## src/rtl/mux4_rr_arbiter_if.sv

```systemverilog
// Bundle of the request, data and grant signals shared between the requesters
// and the round-robin arbiter that owns the 4:1 select.
interface mux4_rr_arbiter_if #(
    parameter int DW = 1
);
    logic [3:0]      req;
    logic [4*DW-1:0] din;
    logic [3:0]      gnt;
    logic [1:0]      sel;
    logic            busy;
    logic [DW-1:0]   dout;
    logic            valid;

    // Requester side: raises requests and presents lane data.
    modport master (
        output req,
        output din,
        input  gnt,
        input  sel,
        input  busy,
        input  dout,
        input  valid
    );

    // Arbiter side: grants one lane at a time and forwards its data.
    modport slave (
        input  req,
        input  din,
        output gnt,
        output sel,
        output busy,
        output dout,
        output valid
    );
endinterface

```

## src/rtl/mux4_rr_arbiter.sv

```systemverilog
// Round-robin arbiter for the shared 4:1 select datapath. Grants one requester
// at a time, caps each grant at MAX_HOLD beats when someone else is waiting,
// and registers the granted lane's data on every transfer beat.
//
// state | meaning
// ------+---------------------------------------------------------------
// IDLE  | no grant; SEL keeps the last granted index
// GRANT | lane sel_q owns the select; beats counted in hcnt_q
module mux4_rr_arbiter #(
    parameter int DW       = 1,
    parameter int MAX_HOLD = 8
) (
    input  logic                    clk,
    input  logic                    rst_n,
    mux4_rr_arbiter_if.slave        bus
);

    localparam int            HW       = $clog2(MAX_HOLD + 1);
    localparam logic [HW-1:0] HOLD_MAX = HW'(MAX_HOLD);

    typedef enum logic {
        IDLE  = 1'b0,
        GRANT = 1'b1
    } state_t;

    state_t        state_q, state_d;
    logic [1:0]    sel_q, sel_d;
    logic [1:0]    ptr_q, ptr_d;
    logic [HW-1:0] hcnt_q, hcnt_d;
    logic [DW-1:0] dout_q, dout_d;
    logic          valid_q, valid_d;

    logic [DW-1:0] lane [4];
    logic [3:0]    req_others;
    logic [1:0]    sel_inc;
    logic          beat;
    logic          hold_hit;

    for (genvar i = 0; i < 4; i++) begin : g_lane
        assign lane[i] = bus.din[i*DW +: DW];
    end

    // First requesting lane found walking circularly upward from start.
    function automatic logic [1:0] rr_pick(input logic [3:0] mask, input logic [1:0] start);
        logic [1:0] idx;
        logic [1:0] pick;
        logic       found;
        pick  = start;
        found = 1'b0;
        for (int k = 0; k < 4; k++) begin
            idx = start + 2'(k);
            if (!found && mask[idx]) begin
                pick  = idx;
                found = 1'b1;
            end
        end
        return pick;
    endfunction

    // State, select, pointer, hold counter and output stage registers.
    always_ff @(posedge clk or negedge rst_n) begin
        if (!rst_n) begin
            state_q <= IDLE;
            sel_q   <= 2'd0;
            ptr_q   <= 2'd0;
            hcnt_q  <= '0;
            dout_q  <= '0;
            valid_q <= 1'b0;
        end else begin
            state_q <= state_d;
            sel_q   <= sel_d;
            ptr_q   <= ptr_d;
            hcnt_q  <= hcnt_d;
            dout_q  <= dout_d;
            valid_q <= valid_d;
        end
    end

    // Arbitration: grant from IDLE, release/handoff, and hold-limit rotation.
    always_comb begin
        state_d    = state_q;
        sel_d      = sel_q;
        ptr_d      = ptr_q;
        hcnt_d     = hcnt_q;
        dout_d     = dout_q;
        valid_d    = 1'b0;

        sel_inc    = sel_q + 2'd1;
        req_others = bus.req & ~(4'b0001 << sel_q);
        beat       = (state_q == GRANT) && bus.req[sel_q];
        // Saturated counter still counts as "at the limit" so a late waiter
        // rotates at the end of the very next beat.
        hold_hit   = (hcnt_q == HOLD_MAX) || (hcnt_q == HOLD_MAX - HW'(1));

        case (state_q)
            IDLE: begin
                if (|bus.req) begin
                    state_d = GRANT;
                    sel_d   = rr_pick(bus.req, ptr_q);
                    hcnt_d  = '0;
                end
            end
            GRANT: begin
                if (beat) begin
                    valid_d = 1'b1;
                    dout_d  = lane[sel_q];
                    if (hold_hit && (|req_others)) begin
                        ptr_d  = sel_inc;
                        sel_d  = rr_pick(req_others, sel_inc);
                        hcnt_d = '0;
                    end else if (hcnt_q != HOLD_MAX) begin
                        hcnt_d = hcnt_q + HW'(1);
                    end
                end else begin
                    // Release wins over the hold limit: no beat, hand off directly.
                    ptr_d  = sel_inc;
                    hcnt_d = '0;
                    if (|req_others) begin
                        sel_d = rr_pick(req_others, sel_inc);
                    end else begin
                        state_d = IDLE;
                    end
                end
            end
            default: begin
                state_d = IDLE;
            end
        endcase
    end

    assign bus.gnt   = (state_q == GRANT) ? (4'b0001 << sel_q) : 4'b0000;
    assign bus.sel   = sel_q;
    assign bus.busy  = (state_q == GRANT);
    assign bus.dout  = dout_q;
    assign bus.valid = valid_q;

endmodule

```

## src/flat_wrapper.sv

```systemverilog
// flat-port wrapper written by rule: the top's interface ports become plain ports
module mux4_rr_arbiter_flat 
#(
    parameter int DW       = 1,
    parameter int MAX_HOLD = 8
)
  (clk, rst_n, bus_req, bus_din, bus_gnt, bus_sel, bus_busy, bus_dout, bus_valid);
  mux4_rr_arbiter_if #(.DW(DW)) bus_i ();
  input  logic clk;
  input  logic rst_n;
  input wire logic [$bits(bus_i.req)-1:0] bus_req;
  input wire logic [$bits(bus_i.din)-1:0] bus_din;
  output wire logic [$bits(bus_i.gnt)-1:0] bus_gnt;
  output wire logic [$bits(bus_i.sel)-1:0] bus_sel;
  output wire logic [$bits(bus_i.busy)-1:0] bus_busy;
  output wire logic [$bits(bus_i.dout)-1:0] bus_dout;
  output wire logic [$bits(bus_i.valid)-1:0] bus_valid;
  assign bus_i.req = bus_req;
  assign bus_i.din = bus_din;
  assign bus_gnt = bus_i.gnt;
  assign bus_sel = bus_i.sel;
  assign bus_busy = bus_i.busy;
  assign bus_dout = bus_i.dout;
  assign bus_valid = bus_i.valid;
  mux4_rr_arbiter #(.DW(DW), .MAX_HOLD(MAX_HOLD)) u_core (.clk(clk), .rst_n(rst_n), .bus(bus_i));
endmodule
```

## config.mk

```make
export PLATFORM = sky130hd
export DESIGN_NAME = mux4_rr_arbiter_flat
export DESIGN_NICKNAME = d
export VERILOG_FILES = /design/src/rtl/mux4_rr_arbiter_if.sv /design/src/rtl/mux4_rr_arbiter.sv /design/src/flat_wrapper.sv
export SDC_FILE = /design/constraint.sdc
export NUM_CORES = 1
export LEC_CHECK = 0
export BUFFER_PORTS_ARGS = -buffer_cell sky130_fd_sc_hd__clkbuf_2
export CAP_MARGIN = 40
export CELL_PAD_IN_SITES_DETAIL_PLACEMENT = 1
export CELL_PAD_IN_SITES_GLOBAL_PLACEMENT = 1
export CORE_MARGIN = 5
export CORE_UTILIZATION = 44
export CTS_CLUSTER_DIAMETER = 60
export CTS_CLUSTER_SIZE = 20
export DETAILED_ROUTE_END_ITERATION = 10
export GPL_ROUTABILITY_DRIVEN = 0
export PLACE_DENSITY = 0.91
export SYNTH_ARGS = -nofsm -noshare
export SYNTH_HDL_FRONTEND = slang
export SYNTH_SLANG_ARGS = --single-unit
```

## constraint.sdc

```tcl
create_clock -name clk -period 6.9 [get_ports clk]
set_input_delay 1.725 -clock clk [delete_from_list [all_inputs] [get_ports clk]]
set_output_delay 1.725 -clock clk [all_outputs]
set_load 0.005 [all_outputs]
```

# Word level (Yosys, flattened, before mapping)
# Index checks and enable logic that the tools add are counted.
# totals
regBits,11
wordCells,145
input_bits,10
# classes
n_bitwise,4
addsub,8
eq_ne,8
n_reduce_logical,27
order_cmp,10
shift,1
mux,81
# op_table
operator,count
1-bit 2-to-1 mux,48
2-bit 2-to-1 mux,15
"2-bit by 3-bit < comparator with 1-bit output, second input constant",9
1-bit binary-select mux with 2-bit select,10
4-bit 2-to-1 mux,5
1-bit logical AND,11
1-bit zero test,9
"2-bit adder, second input constant",4
"4-bit != test, second input constant",2
4-bit case mux with 2 select lines,1
4-bit OR reduction,2
"2-bit by 1-bit adder with 2-bit output, second input constant",3
"3-bit != test, second input constant",2
2-bit AND reduction,3
"4-bit by 1-bit adder with 4-bit output, second input constant",1
4-bit AND,1
"4-bit by 3-bit equality test with 1-bit output, second input constant",1
"4-bit equality test, second input constant",1
4-bit inverter,1
2-bit case mux with 2 select lines,1
"1-bit by 2-bit << shifter with 4-bit output, first input constant",1
"3-bit >= comparator, second input constant",1
2-bit inverter with 3-bit output,1
3-bit AND reduction,1
other kinds (5),5

# Logic depth before layout (Yosys ltp)
# Gate-level depths: netlist of run 1.
# depth
ltp_word,27
mapped_depth,8
ltp_nobuf,7

# Worst setup path after synthesis of run 1
# OpenSTA, ideal clock, no wires.
# synth_timing
path_kind,input to register
start,input port bus_req[0]
end,register u_core.hcnt_q[3]
setup_time_ns,0.076
path_buffers,1
slack_ns,3.635
cell_stages,6
arrival_time_ns,3.189
path_cell_list,buf_6 -> nor2b_4 -> or4_4 -> a21o_1 -> or4_1 -> o21ai_1
# synth_via
elab_chain_len,6
elab_cells_between_ends,13
cone_classes,2 x eq/ne; 5 x mux; 1 x bitwise; 5 x reduce/logical
# synth_rtl
element,line,rtl
from (decl),flat_wrapper.sv:11,input wire logic [$bits(bus_i.req)-1:0] bus_req;
4-bit AND,mux4_rr_arbiter.sv:89,req_others = bus.req & ~(4'b0001 << sel_q);
4-bit OR reduction,mux4_rr_arbiter.sv:107,if (hold_hit && (|req_others)) begin
1-bit logical AND,mux4_rr_arbiter.sv:107,
4-bit 2-to-1 mux,mux4_rr_arbiter.sv:107,
4-bit 2-to-1 mux,mux4_rr_arbiter.sv:104,if (beat) begin
4-bit case mux with 2 select lines,mux4_rr_arbiter.sv:95,case (state_q)
to (signal assigned),mux4_rr_arbiter.sv:73,hcnt_q <= hcnt_d;
to (decl),mux4_rr_arbiter.sv:29,"logic [HW-1:0] hcnt_q, hcnt_d;"
# Parallel ways exist; a longest one is shown, timed or not. The select of a mux whose other input is x is not followed.
# A chain may end at the register's enable or synchronous reset.

# Worst setup path after layout of run 1
# layout_timing
start,"register u_core.sel_q[0], in the netlist u_core.bus.sel[0]"
end,output port bus_gnt[2]
# layout_via
elab_chain_len,2
# layout_rtl
element,line,rtl
from (decl),mux4_rr_arbiter.sv:27,"logic [1:0] sel_q, sel_d;"
from (signal assigned),mux4_rr_arbiter.sv:71,sel_q <= sel_d;
1-bit by 2-bit << shifter with 4-bit output,mux4_rr_arbiter.sv:131,assign bus.gnt = (state_q == GRANT) ? (4'b0001 << sel_q) : 4'b0000;
4-bit 2-to-1 mux,mux4_rr_arbiter.sv:131,
to (decl),flat_wrapper.sv:13,output wire logic [$bits(bus_i.gnt)-1:0] bus_gnt;
# No other way between the ends.

==> results of run 1 <==
path summary, 6_finish.rpt:
kind	endpoint	slack (ns)
min reg2reg	u_core.bus.dout	0.51
min in group asynchronous	u_core.hcnt_q[0]	1.30
max in group asynchronous	u_core.bus.valid	5.38
max	bus_gnt[2]	3.39
min	u_core.bus.dout	0.51
max reg2reg	u_core.bus.sel[0]	4.21
stage by stage:
stage                     worst slack (ns)  instances  util (%)
after floorplan                       3.64        110         -
after global placement                3.51        151      49.8
after detailed placement              3.46        151      49.8
after CTS                             3.36        155      51.0
after global routing                  3.22        155      51.0
final                                 3.39        155      51.0
Yosys cell counts (2+ instances only):
library cell | n | share of area (%)
a211oi_1 | 2 | 1.5
a21oi_1 | 4 | 2.0
a221oi_1 | 2 | 1.7
a31oi_1 | 3 | 1.8
and2_1 | 4 | 2.5
buf_6 | 2 | 2.2
dfrtp_1 | 11 | 27
ha_1 | 6 | 7.4
inv_1 | 8 | 3.0
mux2_2 | 3 | 3.3
nand2_1 | 9 | 3.3
nand2b_1 | 4 | 2.5
nand3b_1 | 3 | 2.2
nor2_1 | 4 | 1.5
nor2b_4 | 2 | 2.7
nor4_1 | 2 | 1.2
o211ai_1 | 2 | 1.5
o21ai_0 | 5 | 2.5
o2bb2ai_1 | 2 | 1.7
or4_1 | 2 | 1.5
power by group through the flow:
stage	registers [uW]	clock network, uW	logic, uW
floorplan	118	0	220
global placement	134	0	273
detailed placement	137	0	287
CTS	136	46.7	290
global route	143	50.9	322
finish	136	46.7	285
cell type report:
| class | instances | area (um2) |
|---|---|---|
| flip-flops and latches | 11 | 275 |
| well taps | 28 | 35.0 |
| inverters | 8 | 30.0 |
| clock buffers | 4 | 26.3 |
| multi-input cells | 86 | 671 |
| repair buffers | 18 | 90.1 |
| fillers | 284 | 1080 |
cell families after synthesis:
family	count (synthesis)	synth area share, %
buf+inv	13	6.78
mux	6	9.12
simple gates	42	26.6
flops	11	27.1
compound gates	32	22.9
fa+ha+maj	6	7.40
worst reg2reg max path, stage by stage, from the launching register on:
cell	delay, ns
dfrtp_1	0.67
inv_1	0.23
ha_1	0.48
and4b_1	0.23
a32oi_1	0.05
a2111oi_0	0.61
o21ai_0	0.16
o2bb2ai_1	0.15
sequential cells by signal, summed over array words and instances (netlist names):
name / count
u_core.bus.sel: 2
u_core.ptr_q: 2
u_core.bus.valid: 1
u_core.hcnt_q: 4
u_core.bus.busy: 1
u_core.bus.dout: 1
routing by layer:
layer / wire, um / vias up / share of wire, % / GRT usage [%]
met5: 0 / - / 0 / 0
met3: 71 / 7 / 2.7 / 1.34
met1: 1100 / 445 / 42 / 20.4
met4: 72 / 0 / 2.7 / 8.94
li1: - / 444 / - / -
met2: 1380 / 21 / 53 / 31.5
==> impl_metrics.ini, run 1 <==
[timing]
maxSlewViolCount = 0
finalSetupViolations = 0
period_share_pct = 50.9
setup_tns_ns = 0
fin_crit_ns = 3.51
rsz0062_at_grt = false
relSlewSlack_pct = 51.0
fin_hold_ws_ns = 0.511
clock.fmax_mhz = 285
tightest_slew_ns = 0.729
hold_viol = 0
clock_skew_ns = 0.000982

[clock_tree]
htree_levels = 1
clkSinkCount = 11
cts_hold_buf = 0
clockRootBuffer = clkbuf_4
path_clk_slew_ns = 0.07
post_cts_resized = 0
clk_latency_ns = 0.28
post_cts_buffers = 0
cts_tree = yes
cts_inserted_buffers = 3
clockBufferDepth = 2

[setup_path]
timing.critical_path.from = u_core.bus.sel[0]
rr_worst_depth = 7
crit_path_end_kind = output pin
crit_chain = inv_1 > ha_1 > and2_1 > clkbuf_2
arrival_ns = 1.79
max_stage_delay_ns = 0.67
cp_slowest_cell = dfrtp_1
worst_ep_required_time_ns = 5.18
worstSetupPathType = reg -> out
start_kind = register
path_max_fanout = 16
crit_cells = 4
cp_top_family = flip-flops
timing.rr.start = u_core.bus.sel[0]
cp.buffers_inverters = 2

[layout]
final_common_cell = clkbuf_2
diodes = 0
final_cell_mix = 18 x clkbuf_2, 11 x dfrtp_1, 9 x nand2_1
drive_gt1_share_pct = 26.8
fin_nets = 144
area_growth_pct = 11.1
post-route-cell-area_um2 = 1130

[power]
peakVddDrop_mv = 0.232
p_int_uw = 254
power.total_uw = 467
leakage_uw = 0.000509
combPwrFrac_pct = 61.0
power_frac_clock_pct = 10.0
powerDensity_nw_per_um2 = 414
power.switching_uw = 213
sw_frac_of_total_pct = 45.7
p_seq_share_pct = 29.0

[floorplan]
chipHeight_um = 58.0
num_io_pins = 19
die_w_um = 58.0
coreArea_um2 = 2210
row_count = 17
start_util_pct = 45.9
die_area_um2 = 3370

[synth]
ys_warn_count = 0
seq_area_frac_synth_pct = 27.1
synth.distinct_cells = 50
ys_ff_latch = 11
synth_area_per_cell_um2 = 9.22
async_reset_ff_share_pct = 100
synth-main-ff-cell = dfrtp_1
synth-edff-count = 0
synth_area_um2 = 1010
syn_nets = 126
syn_inst = 110

[grt]
grt-ovfl-total = 0
antenna_found_initial = 0
track_usage_pct = 17.4
grt_pass1_wl_um = 4490
grt_max_degree = 18
grt_pass1_vias = 945

[drt]
viasPerCell = 5.92
drt-pass1-iter-count = 4
drc = 0
drt_wl_total_um = 2620
ant_nets = 0
drt_iter0_markers = 46
wl_per_cell_um = 16.9
via_count = 917

[run_status]
status = finished clean

[place]
dpl_cell_area_um2 = 1100
portBuffers = 18
dp_hpwl_um = 2060

[min_path]
holdPathStages = 1
hold_class = reg -> reg
hold_start = u_core.bus.dout

[flow_run]
drv_cap = 0
Note: power is estimated with default switching activity, not from simulation.
==> inputs of run 2 (changes only) <==
Settings changed: CORE_UTILIZATION 44 to 41, PLACE_DENSITY 0.91 to 0.86.
Clock period 6.9 ns to 3.55 ns, I/O delays scaled along.
==> impl_metrics.ini, run 2 (synthesis gave the netlist of run 1 again) <==
[timing]
period_share_pct = 77.5
finalSetupViolations = 0
maxSlewViolCount = 0
setup_tns_ns = 0
clock.fmax_mhz = 364
relSlewSlack_pct = 54.0
clock_skew_ns = 0.00237
hold_viol = 0
tightest_slew_ns = 0.672
rsz0062_at_grt = false
fin_crit_ns = 2.75
setup_ws_ns = 0.799

[grt]
grt_pass1_wl_um = 4510
track_usage_pct = 16.7
grt-ovfl-total = 0
grt_max_degree = 18
antenna_found_initial = 0
grt_pass1_vias = 989

[drt]
drt_wl_total_um = 2660
wl_per_cell_um = 16.9
drc = 0
drt-pass1-iter-count = 4
viasPerCell = 5.93
via_count = 931
drt_iter0_markers = 21
ant_nets = 0

[layout]
drive_gt1_share_pct = 26.8
diodes = 0
area_growth_pct = 11.3
fin_nets = 144
final_cell_mix = 18 x clkbuf_2, 11 x dfrtp_1, 9 x nand2_1
fill_cells = 303
regMostFlops = u_core.hcnt_q
post-route-cell-area_um2 = 1130
largest_reg_flops = 4
final_common_cell = clkbuf_2

[clock_tree]
clk_latency_ns = 0.27
cts_tree = yes
clockBufferDepth = 2
cts_hold_buf = 0
clkSinkCount = 11
cts_inserted_buffers = 3
clockRootBuffer = clkbuf_4
htree_levels = 1
post_cts_resized = 0
path_clk_slew_ns = 0.07
post_cts_buffers = 0

[setup_path]
timing.rr.end = u_core.bus.sel[0]
reg2reg_setup_slack_ns = 0.80
cp_slowest_cell = dfrtp_1
start_kind = register
arrival_ns = 2.91
max_stage_delay_ns = 0.67
worst_ep_required_time_ns = 3.71
timing.critical_path.from = u_core.bus.sel[0]
path_max_fanout = 16
rr_worst_depth = 7
timing.rr.start = u_core.bus.sel[0]
worstSetupPathType = reg -> reg
crit_path_end_kind = register
crit_chain = inv_1 > ha_1 > and4b_1 > a32oi_1 > a2111oi_0 > o21ai_0 > o2bb2ai_1

[floorplan]
num_io_pins = 19
start_util_pct = 41.7
coreArea_um2 = 2430
die_area_um2 = 3570
row_count = 18
die_w_um = 59.8
chipHeight_um = 59.8

[place]
dp_hpwl_um = 2070
portBuffers = 18
dpl_cell_area_um2 = 1100
pre_cts_slack_ns = 0.839

[power]
leakage_uw = 0.000509
powerDensity_nw_per_um2 = 804
peakVddDrop_mv = 0.491

[min_path]
hold_class = in -> async

[flow_run]
drv_cap = 0

[run_status]
status = finished clean
[run 2: power breakdown]
part | switching [uW] | internal, uW
registers | 84.5 | 177
logic | 286 | 271
clock network | 45.7 | 43.5
total | 417 | 492
[run 2: cell type report]
type                            count  area (um2)  area share (%)
Clock buffer                        4        26.3            2.33
Inverter                            8        30.0            2.66
Multi-Input combinational cell     86         671            59.4
Sequential cell                    11         275            24.4
Tap cell                           30        37.5            3.32
Timing Repair Buffer               18        90.1            7.97
[run 2: stage by stage]
stage               total power [uW]  instances  hold WS [ns]  util [%]
finish                           908        157         0.484      46.5
global route                     993        157         0.497      46.5
CTS                              917        157         0.491      46.5
detailed placement               826        153         0.504      45.4
global placement                 789        153         0.490      45.4
floorplan                        657        110         0.495         -
[run 2: worst max path at each step]
stage,to,depth (start not counted)
after floorplan,u_core.hcnt_q[3],6
after global placement,u_core.hcnt_q[3],6
after detailed placement,u_core.bus.sel[0],7
after CTS,u_core.bus.sel[0],7
after global routing,u_core.bus.sel[0],7
final,u_core.bus.sel[0],7
[run 2: routing by layer]
metal | GRT usage (%) | vias to the layer above | routed length (um)
li1 | - | 448 | -
met1 | 19.4 | 460 | 1090
met2 | 29.9 | 18 | 1420
met3 | 1.51 | 5 | 81
met4 | 8.54 | 0 | 63
met5 | 0 | - | 0
[run 2: critical path, delay by kind of cell, from the launching register on]
kind,cells,cell delay [ns]
flip-flops,1,0.67
adder cells (fa/ha/maj),1,0.49
AND/OR/NAND/NOR,1,0.24
AO/OA/AOI/OAI,4,0.99
buffers and inverters,1,0.23
